## config.mk

```make
export PLATFORM = sky130hd
export DESIGN_NAME = led_pattern_gen_flat
export DESIGN_NICKNAME = d
export VERILOG_FILES = /design/src/rtl/led_pattern_gen_pkg.sv /design/src/rtl/led_pattern_gen_if.sv /design/src/rtl/led_pattern_gen_channel.sv /design/src/rtl/led_pattern_gen.sv /design/src/flat_wrapper.sv
export SDC_FILE = /design/constraint.sdc
export NUM_CORES = 1
export LEC_CHECK = 0
export ABC_CLOCK_PERIOD_IN_PS = 19430
export BUFFER_PORTS_ARGS = -buffer_cell sky130_fd_sc_hd__buf_2
export CAP_MARGIN = 20
export CORE_MARGIN = 2
export CORE_UTILIZATION = 65
export DETAILED_ROUTE_END_ITERATION = 10
export MAX_ROUTING_LAYER = met4
export PLACE_DENSITY = 0.82
export SLEW_MARGIN = 15
export SYNTH_ARGS = -nofsm -noshare
export SYNTH_HDL_FRONTEND = slang
export SYNTH_SLANG_ARGS = --single-unit
```

## constraint.sdc

```tcl
create_clock -name clk50m -period 19.43 [get_ports clk50m]
set_input_delay 0.9715 -clock clk50m [delete_from_list [all_inputs] [get_ports clk50m]]
set_output_delay 0.9715 -clock clk50m [all_outputs]
set_load 0.005 [all_outputs]
```

## src/rtl/led_pattern_gen_pkg.sv

```systemverilog
// ---------------------------------------------------------------------------
// led_pkg
// Shared definitions for the multi-channel LED pattern generator:
//   - led_mode_e  : per-channel pattern selector (OFF / ON / BLINK / BREATHE)
//   - cfg_state_e : states of the config write handshake
//   - MODE_W      : width of the mode field on the config port
//   - PERIOD_W    : width of the period field and the per-channel phase counter
//   - chan_width  : channel-select width for a given LED count (never below 1)
// ---------------------------------------------------------------------------
package led_pkg;

   localparam int MODE_W   = 2;
   localparam int PERIOD_W = 16;

   typedef enum logic [MODE_W-1:0] {
      LED_OFF     = 2'd0,
      LED_ON      = 2'd1,
      LED_BLINK   = 2'd2,
      LED_BREATHE = 2'd3
   } led_mode_e;

   typedef enum logic [1:0] {
      ST_IDLE   = 2'd0,
      ST_PEND   = 2'd1,
      ST_COMMIT = 2'd2
   } cfg_state_e;

   // A single LED still needs a one-bit channel field so the port never
   // collapses to zero width.
   function automatic int chan_width(input int num_leds);
      return (num_leds <= 2) ? 1 : $clog2(num_leds);
   endfunction

endpackage

```

## src/rtl/led_pattern_gen_if.sv

```systemverilog
// ---------------------------------------------------------------------------
// led_pattern_gen_if
// Config write port of the LED pattern generator (valid/ready handshake).
//   cfg_valid  : write request (master -> slave)
//   cfg_ready  : slave can accept a write (slave -> master)
//   cfg_chan   : target channel, CHAN_W bits
//   cfg_mode   : 0 OFF, 1 ON, 2 BLINK, 3 BREATHE
//   cfg_period : BLINK half-period / BREATHE step interval in ticks
//   cfg_duty   : brightness or BREATHE peak level, PWM_BITS bits
// Modports: master drives the request, slave (the generator) answers ready.
// ---------------------------------------------------------------------------
interface led_pattern_gen_if #(
   parameter int CHAN_W   = 2,
   parameter int PWM_BITS = 8
);
   import led_pkg::*;

   logic                cfg_valid;
   logic                cfg_ready;
   logic [CHAN_W-1:0]   cfg_chan;
   logic [MODE_W-1:0]   cfg_mode;
   logic [PERIOD_W-1:0] cfg_period;
   logic [PWM_BITS-1:0] cfg_duty;

   modport master (
      output cfg_valid, cfg_chan, cfg_mode, cfg_period, cfg_duty,
      input  cfg_ready
   );

   modport slave (
      input  cfg_valid, cfg_chan, cfg_mode, cfg_period, cfg_duty,
      output cfg_ready
   );

endinterface

```

## src/rtl/led_pattern_gen_channel.sv

```systemverilog
// ---------------------------------------------------------------------------
// led_channel
// One LED channel: holds its committed mode/period/duty and the pattern state
// (tick phase counter, blink phase, breathe level and direction), and drives a
// registered LED output.
//   clk50m, rst : clock, asynchronous active-high reset
//   tick        : one-cycle pattern timebase pulse
//   pwm_cnt     : shared free-running PWM counter
//   load        : commit strobe, loads cfg_* and restarts the pattern
//   cfg_mode, cfg_period, cfg_duty : configuration to load
//   led         : registered LED drive
// ---------------------------------------------------------------------------
module led_channel
   import led_pkg::*;
#(
   parameter int PWM_BITS = 8
) (
   input  logic                clk50m,
   input  logic                rst,
   input  logic                tick,
   input  logic [PWM_BITS-1:0] pwm_cnt,
   input  logic                load,
   input  led_mode_e           cfg_mode,
   input  logic [PERIOD_W-1:0] cfg_period,
   input  logic [PWM_BITS-1:0] cfg_duty,
   output logic                led
);

   led_mode_e           mode;
   logic [PERIOD_W-1:0] period;
   logic [PWM_BITS-1:0] duty;
   logic [PERIOD_W-1:0] phase;
   logic                blink_st;
   logic [PWM_BITS-1:0] level;
   logic                dir_up;

   logic [PERIOD_W-1:0] last_phase;
   logic                step;
   logic                next_led;

   // All-ones duty must mean solid on, which a plain "count < duty" compare
   // could never reach.
   function automatic logic pwm_on(input logic [PWM_BITS-1:0] d,
                                   input logic [PWM_BITS-1:0] c);
      return (d == '1) || (c < d);
   endfunction

   // A period of 0 behaves like 1, so the phase wraps on every tick. Comparing
   // against period-1 keeps the full 16-bit range usable without overflow.
   assign last_phase = (period == '0) ? '0 : period - 1'b1;
   assign step       = tick && (phase == last_phase);

   // Next LED value for the current mode; it is registered below so the pin
   // never sees combinational glitches.
   always_comb begin
      next_led = 1'b0;
      case (mode)
         LED_OFF:     next_led = 1'b0;
         LED_ON:      next_led = pwm_on(duty, pwm_cnt);
         LED_BLINK:   next_led = blink_st && pwm_on(duty, pwm_cnt);
         LED_BREATHE: next_led = pwm_on(level, pwm_cnt);
         default:     next_led = 1'b0;
      endcase
   end

   // Pattern state. A commit restarts the pattern from its beginning (off
   // phase, level 0, rising). Otherwise the phase counter advances on every
   // tick and each wrap is one pattern step: the blink phase toggles and the
   // breathe level moves one count, turning round at the peak and at zero so
   // the level changes on every step. A zero peak parks the level at 0.
   always_ff @(posedge clk50m or posedge rst) begin
      if (rst) begin
         mode     <= LED_OFF;
         period   <= '0;
         duty     <= '0;
         phase    <= '0;
         blink_st <= 1'b0;
         level    <= '0;
         dir_up   <= 1'b1;
         led      <= 1'b0;
      end else begin
         led <= next_led;
         if (load) begin
            mode     <= cfg_mode;
            period   <= cfg_period;
            duty     <= cfg_duty;
            phase    <= '0;
            blink_st <= 1'b0;
            level    <= '0;
            dir_up   <= 1'b1;
         end else if (tick) begin
            phase <= step ? '0 : phase + 1'b1;
            if (step) begin
               blink_st <= ~blink_st;
               if (mode == LED_BREATHE) begin
                  if (dir_up) begin
                     if (level < duty) begin
                        level <= level + 1'b1;
                        if ((level + 1'b1) == duty) begin
                           dir_up <= 1'b0;
                        end
                     end
                  end else begin
                     if (level != '0) begin
                        level <= level - 1'b1;
                        if (level == PWM_BITS'(1)) begin
                           dir_up <= 1'b1;
                        end
                     end else begin
                        dir_up <= 1'b1;
                     end
                  end
               end
            end
         end
      end
   end

endmodule

```

## src/rtl/led_pattern_gen.sv

```systemverilog
// ---------------------------------------------------------------------------
// led_pattern_gen
// Multi-channel LED driver for the Pi5-Artix50T hat. Each of NUM_LEDS outputs
// runs OFF, ON (PWM dimmed), BLINK or BREATHE. Configuration arrives through a
// valid/ready write port and takes effect only on a pattern tick boundary.
//   clk50m : system clock (CLK_HZ)
//   rst    : asynchronous active-high reset
//   cfg    : config write port (led_pattern_gen_if.slave)
//   led    : registered LED drive, bit i = channel i
// Parameters: CLK_HZ, TICK_HZ (PRESCALE = CLK_HZ/TICK_HZ >= 2), NUM_LEDS
// (1..16), PWM_BITS (4..12), CHAN_W (channel field width, may be widened).
// ---------------------------------------------------------------------------
module led_pattern_gen
   import led_pkg::*;
#(
   parameter int CLK_HZ   = 50_000_000,
   parameter int TICK_HZ  = 1000,
   parameter int NUM_LEDS = 4,
   parameter int PWM_BITS = 8,
   parameter int CHAN_W   = chan_width(NUM_LEDS)
) (
   input  logic                 clk50m,
   input  logic                 rst,
   led_pattern_gen_if.slave     cfg,
   output logic [NUM_LEDS-1:0]  led
);

   localparam int PRESCALE = CLK_HZ / TICK_HZ;
   localparam int PRE_W    = (PRESCALE <= 2) ? 1 : $clog2(PRESCALE);

   logic [PRE_W-1:0]    pre_cnt;
   logic                tick;
   logic [PWM_BITS-1:0] pwm_cnt;

   cfg_state_e          state;
   logic                ready_q;
   logic [CHAN_W-1:0]   pend_chan;
   led_mode_e           pend_mode;
   logic [PERIOD_W-1:0] pend_period;
   logic [PWM_BITS-1:0] pend_duty;
   logic                commit;

   // Prescaler. The tick is registered, so it is high during the cycle in
   // which the count has just wrapped back to 0.
   always_ff @(posedge clk50m or posedge rst) begin
      if (rst) begin
         pre_cnt <= '0;
         tick    <= 1'b0;
      end else if (pre_cnt == PRE_W'(PRESCALE - 1)) begin
         pre_cnt <= '0;
         tick    <= 1'b1;
      end else begin
         pre_cnt <= pre_cnt + 1'b1;
         tick    <= 1'b0;
      end
   end

   // Free-running PWM counter shared by every channel so all LEDs dim in phase.
   always_ff @(posedge clk50m or posedge rst) begin
      if (rst) begin
         pwm_cnt <= '0;
      end else begin
         pwm_cnt <= pwm_cnt + 1'b1;
      end
   end

   // Write handshake. A write is captured into the single pending register
   // and ready drops. PEND only looks at the tick, so a write accepted on a
   // tick cycle waits for the next one. COMMIT is the cycle in which the new
   // settings are already live in the channel; ready returns after it.
   always_ff @(posedge clk50m or posedge rst) begin
      if (rst) begin
         state       <= ST_IDLE;
         ready_q     <= 1'b1;
         pend_chan   <= '0;
         pend_mode   <= LED_OFF;
         pend_period <= '0;
         pend_duty   <= '0;
      end else begin
         case (state)
            ST_IDLE: begin
               if (cfg.cfg_valid && ready_q) begin
                  pend_chan   <= cfg.cfg_chan;
                  pend_mode   <= led_mode_e'(cfg.cfg_mode);
                  pend_period <= cfg.cfg_period;
                  pend_duty   <= cfg.cfg_duty;
                  ready_q     <= 1'b0;
                  state       <= ST_PEND;
               end
            end
            ST_PEND: begin
               if (tick) begin
                  state <= ST_COMMIT;
               end
            end
            ST_COMMIT: begin
               ready_q <= 1'b1;
               state   <= ST_IDLE;
            end
            default: begin
               ready_q <= 1'b1;
               state   <= ST_IDLE;
            end
         endcase
      end
   end

   assign cfg.cfg_ready = ready_q;

   // The channels load on the same tick that moves PEND to COMMIT.
   assign commit = (state == ST_PEND) && tick;

   // One channel per LED. An out-of-range channel number matches no instance,
   // so such a write completes its handshake and is simply dropped.
   for (genvar i = 0; i < NUM_LEDS; i++) begin : g_chan
      led_channel #(
         .PWM_BITS (PWM_BITS)
      ) u_chan (
         .clk50m     (clk50m),
         .rst        (rst),
         .tick       (tick),
         .pwm_cnt    (pwm_cnt),
         .load       (commit && (pend_chan == CHAN_W'(i))),
         .cfg_mode   (pend_mode),
         .cfg_period (pend_period),
         .cfg_duty   (pend_duty),
         .led        (led[i])
      );
   end

endmodule

```

## src/flat_wrapper.sv

```systemverilog
// flat-port wrapper written by rule: the top's interface ports become plain ports
module led_pattern_gen_flat import led_pkg::*;
#(
   parameter int CLK_HZ   = 50_000_000,
   parameter int TICK_HZ  = 1000,
   parameter int NUM_LEDS = 4,
   parameter int PWM_BITS = 8,
   parameter int CHAN_W   = chan_width(NUM_LEDS)
)
  (clk50m, rst, led, cfg_cfg_valid, cfg_cfg_chan, cfg_cfg_mode, cfg_cfg_period, cfg_cfg_duty, cfg_cfg_ready);
  led_pattern_gen_if #(.CHAN_W(CHAN_W), .PWM_BITS(PWM_BITS)) cfg_i ();
  input  logic clk50m;
  input  logic rst;
  output logic [NUM_LEDS-1:0] led;
  input wire logic [$bits(cfg_i.cfg_valid)-1:0] cfg_cfg_valid;
  input wire logic [$bits(cfg_i.cfg_chan)-1:0] cfg_cfg_chan;
  input wire logic [$bits(cfg_i.cfg_mode)-1:0] cfg_cfg_mode;
  input wire logic [$bits(cfg_i.cfg_period)-1:0] cfg_cfg_period;
  input wire logic [$bits(cfg_i.cfg_duty)-1:0] cfg_cfg_duty;
  output wire logic [$bits(cfg_i.cfg_ready)-1:0] cfg_cfg_ready;
  assign cfg_i.cfg_valid = cfg_cfg_valid;
  assign cfg_i.cfg_chan = cfg_cfg_chan;
  assign cfg_i.cfg_mode = cfg_cfg_mode;
  assign cfg_i.cfg_period = cfg_cfg_period;
  assign cfg_i.cfg_duty = cfg_cfg_duty;
  assign cfg_cfg_ready = cfg_i.cfg_ready;
  led_pattern_gen #(.CLK_HZ(CLK_HZ), .TICK_HZ(TICK_HZ), .NUM_LEDS(NUM_LEDS), .PWM_BITS(PWM_BITS), .CHAN_W(CHAN_W)) u_core (.clk50m(clk50m), .rst(rst), .cfg(cfg_i), .led(led));
endmodule
```

==> summary.md <==
| Metric | Value |
|---|---|
| Reg2reg path depth | 9 |
| Crit path time final | 4310 ps |
| Via density per instance | 6.39 |
| First-pass GRT wire length | between 70000 and 80000 um |
| CTS Hold Buffers Added | 0 |
| CTS tree | yes |
| Syn-to-layout area delta | 7.37% |
| Hold Crit Class | reg2reg |
| Critical path class | reg2reg |
| Synth top area share | 0.370 |
| Hold Path Cell Cnt | 1 |
| Top-count cell post-synth | nand2_1 |
| Crit path DAT | between 4000 and 5000 ps |
| GRT Total Usage | 0.322 |
| Total die area | ~29000 um^2 |
| Syn_nets | between 2000 and 2500 |
| Max Freq | 232 MHz |
| FF-to-FF setup slack | between 15000 and 20000 ps |
| Fin. Hold Viols | 0 |
| Mapped Cells | between 2000 and 2500 |
| Final Max Tran Viols | 0 |
| Fin crit share | 0.222 |
| Nets@finish | roughly 2200 |
| Slowest stage delay, CP | around 670 ps |
| Final Util | 0.709 |
| Routed WL per cell | roughly 19 um |
| Initial Util | 0.660 |
| Synth Area per Inst | just under 9 um^2 |
| Post-Synthesis Cell Area | around 18000 um^2 |
| Initial antenna violation count | 2 |
| Chip width | 169 um |
| GRT overflow | 0 |
| Final Skew | between 10 and 15 ps |
| #FFs+latches synth | 268 |
| Non-Filler Instances | between 2000 and 2500 |
| FF-to-FF End | u_core.g_chan[0].u_chan.level[1] |
| Placed cells | between 2000 and 2500 |
| Warnings from Yosys | 0 |
| Cell area after layout | around 19000 um^2 |
| Pwr dens | about 66 nW/um^2 |
| Final Hold Slack | ~490 ps |
| Synth area leader | dfrtp_1 |
| Hold EP | u_core.pre_cnt[7] |
| Vias | between 15000 and 20000 |
| Synth top area cells | dfrtp_1 37%, ha_1 8.0%, nand2_1 5.7% |
| Crit path cell chain | nor4_2, and4_1, nand2_1, a211o_1, a2111oi_0, nand4bb_1, nor3_1, mux2i_1, nor2_1 |
| Post-DP Area | between 15000 and 20000 um^2 |
| Core ar. | between 20000 and 30000 um^2 |
| Critical Path Source Type | flip-flop |
| RR Startpoint | u_core.g_chan[0].u_chan.period[2] |
| First drt pass iteration count | 7 |
| Outcome | finished clean |
| Post-cts resize count | 0 |
| Final wirelength | 44700 um |
| H-Tree Depth | 1 |
| Vert. Die Dim | roughly 170 um |
| I/O Buffers | 35 |
| Post-synth EDFFs | 0 |
| Final setup vio count | 0 |
| DRC viols | 0 |
| Sequential share of the synthesized area | 0.377 |
| Commonest cells post-synth | 272 x nand2_1, 263 x dfrtp_1, 170 x nor2_1 |
| Rel. slew slack | 0.238 |
| Nature of the critical path endpoint | flip-flop |
| Routability cong. | 0.928 |
| Largest net degree at the start of global routing | 140 |
| Num CTS Buffers | 29 |
| Clock Path Buffers | 3 |
| Clock Latency Late Sink | roughly 560 ps |
| Cell row count | 60 |
| Max FO, Critical Path | 10 |
| Vias in the first global route | 14800 |
| Root buf cell | clkbuf_16 |
| Synth unique cells | just over 80 |
| CP max stage cell | nor4_2 |
| RSZ-0062 raised after global routing | false |
| Routed Antenna Nets | 0 |
| Post-DP HPWL | ~31000 um |
| Leakage | between 8 and 9 nW |
| I/O Pins | 36 |
| Ratio of cells with drive above 1 in the final layout | 0.0895 |
| Drt first-iter violations | between 1000 and 1500 |
| CP required | 19850 ps |
| Final TNS setup | 0 ps |
| Setup repair bufs after CTS | 0 |
| Clock sinks | 268 |
| Max Cap Viol | 0 |
| Max VDD drop | 78.2 uV |
| Async SR Flop Fraction | 1.00 |
| Register clock-pin slew on the reported worst setup and hold paths | 70 ps |
| Hold wc startpoint | u_core.pre_cnt[7] |
| Main flop type after synthesis | dfrtp_1 |
| Least-Margin Pin Slew | between 1000 and 1500 ps |
| Fill cells | between 2000 and 2500 |
## worst max-delay path by stage
stage / endpoint / slack (ps) / depth (start not counted) / start
2_1_floorplan: u_core.g_chan[0].u_chan.blink_st / 11080 / 1 / rst
3_3_place_gp: u_core.g_chan[3].u_chan.phase[0] / 15350 / 9 / u_core.g_chan[3].u_chan.period[2]
3_5_place_dp: u_core.g_chan[3].u_chan.phase[0] / 15270 / 9 / u_core.g_chan[3].u_chan.period[2]
4_1_cts: u_core.g_chan[3].u_chan.phase[0] / 15260 / 9 / u_core.g_chan[3].u_chan.period[2]
5_1_grt: u_core.g_chan[0].u_chan.level[1] / 14790 / 9 / u_core.g_chan[0].u_chan.period[2]
6_report: u_core.g_chan[0].u_chan.level[1] / 15120 / 9 / u_core.g_chan[0].u_chan.period[2]
## worst max-delay path, delay by kind of cell, from the launching register on
| family | cells | cell delay [ps] |
|---|---|---|
| AND/OR/NAND/NOR | 6 | 2790 |
| flip-flops | 1 | 450 |
| AO/OA/AOI/OAI | 2 | 690 |
| multiplexers | 1 | 240 |
## routing by layer
metal / wire length [um] / global-route usage
met5: 0 / -
met4: 1450 / 0.115
met3: 2350 / 0.0445
met1: 19400 / 0.411
met2: 21400 / 0.528
## cell families (layout without fill, tap and decap cells)
logic type / after synthesis / after routing / synth area share
other: 0 / 1 / 0
xor gates and xnor gates: 191 / 191 / 0.0948
AOI/OAI and AO/OA: 364 / 364 / 0.132
and+or+nand+nor: 842 / 842 / 0.237
buffers and inverters: 185 / 193 / 0.0401
muxes: 62 / 62 / 0.0381
adders and majority gates: 114 / 114 / 0.0801
DFF: 268 / 268 / 0.377
## cell usage in the layout, fill, tap and decap left out, drive strengths merged, types with 10 or more instances in the layout
master	n
a21boi	11
nor3	50
a21oi	70
or2	14
nand2b	16
o211ai	10
xor2	89
or3	24
xnor2	101
buf	47
o22ai	10
and3	28
a31oi	18
o21ai	112
inv	98
nor2b	29
o31ai	16
nor2	170
a21o	23
dfrtp	263
or4	19
nand2	272
ha	114
nor4	48
mux2i	16
nand4	53
nand3	63
mux2	46
clkbuf	32
## sequential cells by signal, summed over array words and instances (netlist names)
name,cells
u_core.g_chan.u_chan.duty,32
u_core.g_chan.u_chan.phase,64
u_core.pend_period,16
u_core.g_chan.u_chan.dir_up,4
u_core.g_chan.u_chan.period,64
u_core.tick,1
u_core.pend_duty,8
u_core.state,2
u_core.g_chan.u_chan.level,32
u_core.g_chan.u_chan.mode,8
u_core.cfg.cfg_ready,1
u_core.pre_cnt,16
u_core.pend_mode,2
u_core.g_chan.u_chan.blink_st,4
u_core.pwm_cnt,8
u_core.pend_chan,2
u_core.g_chan.u_chan.led,4
## area by class of cell
cell class | count | area (um^2) | share of cell area
Multi-Input combinational cell | 1573 | 10400 | 0.544
Sequential cell | 268 | 6710 | 0.351
Clock buffer | 32 | 737 | 0.0386
Tap cell | 341 | 427 | 0.0223
Inverter | 94 | 360 | 0.0189
Timing Repair Buffer | 47 | 265 | 0.0139
Clock inverter | 20 | 209 | 0.0109
Antenna cell | 1 | 2.50 | 0.000131
## power by group
part           switching, W  internal [W]
registers         0.0000648      0.000588
clock network      0.000237      0.000316
logic             0.0000205     0.0000280
total              0.000323      0.000932
## through the flow
step / total power, W / setup WS (ps)
after floorplan: 0.000664 / 11080
after global placement: 0.000708 / 15350
after detailed placement: 0.000711 / 15270
after CTS: 0.00126 / 15260
after global routing: 0.00129 / 14790
final: 0.00125 / 15120
Power figures use the tool's default switching activity.
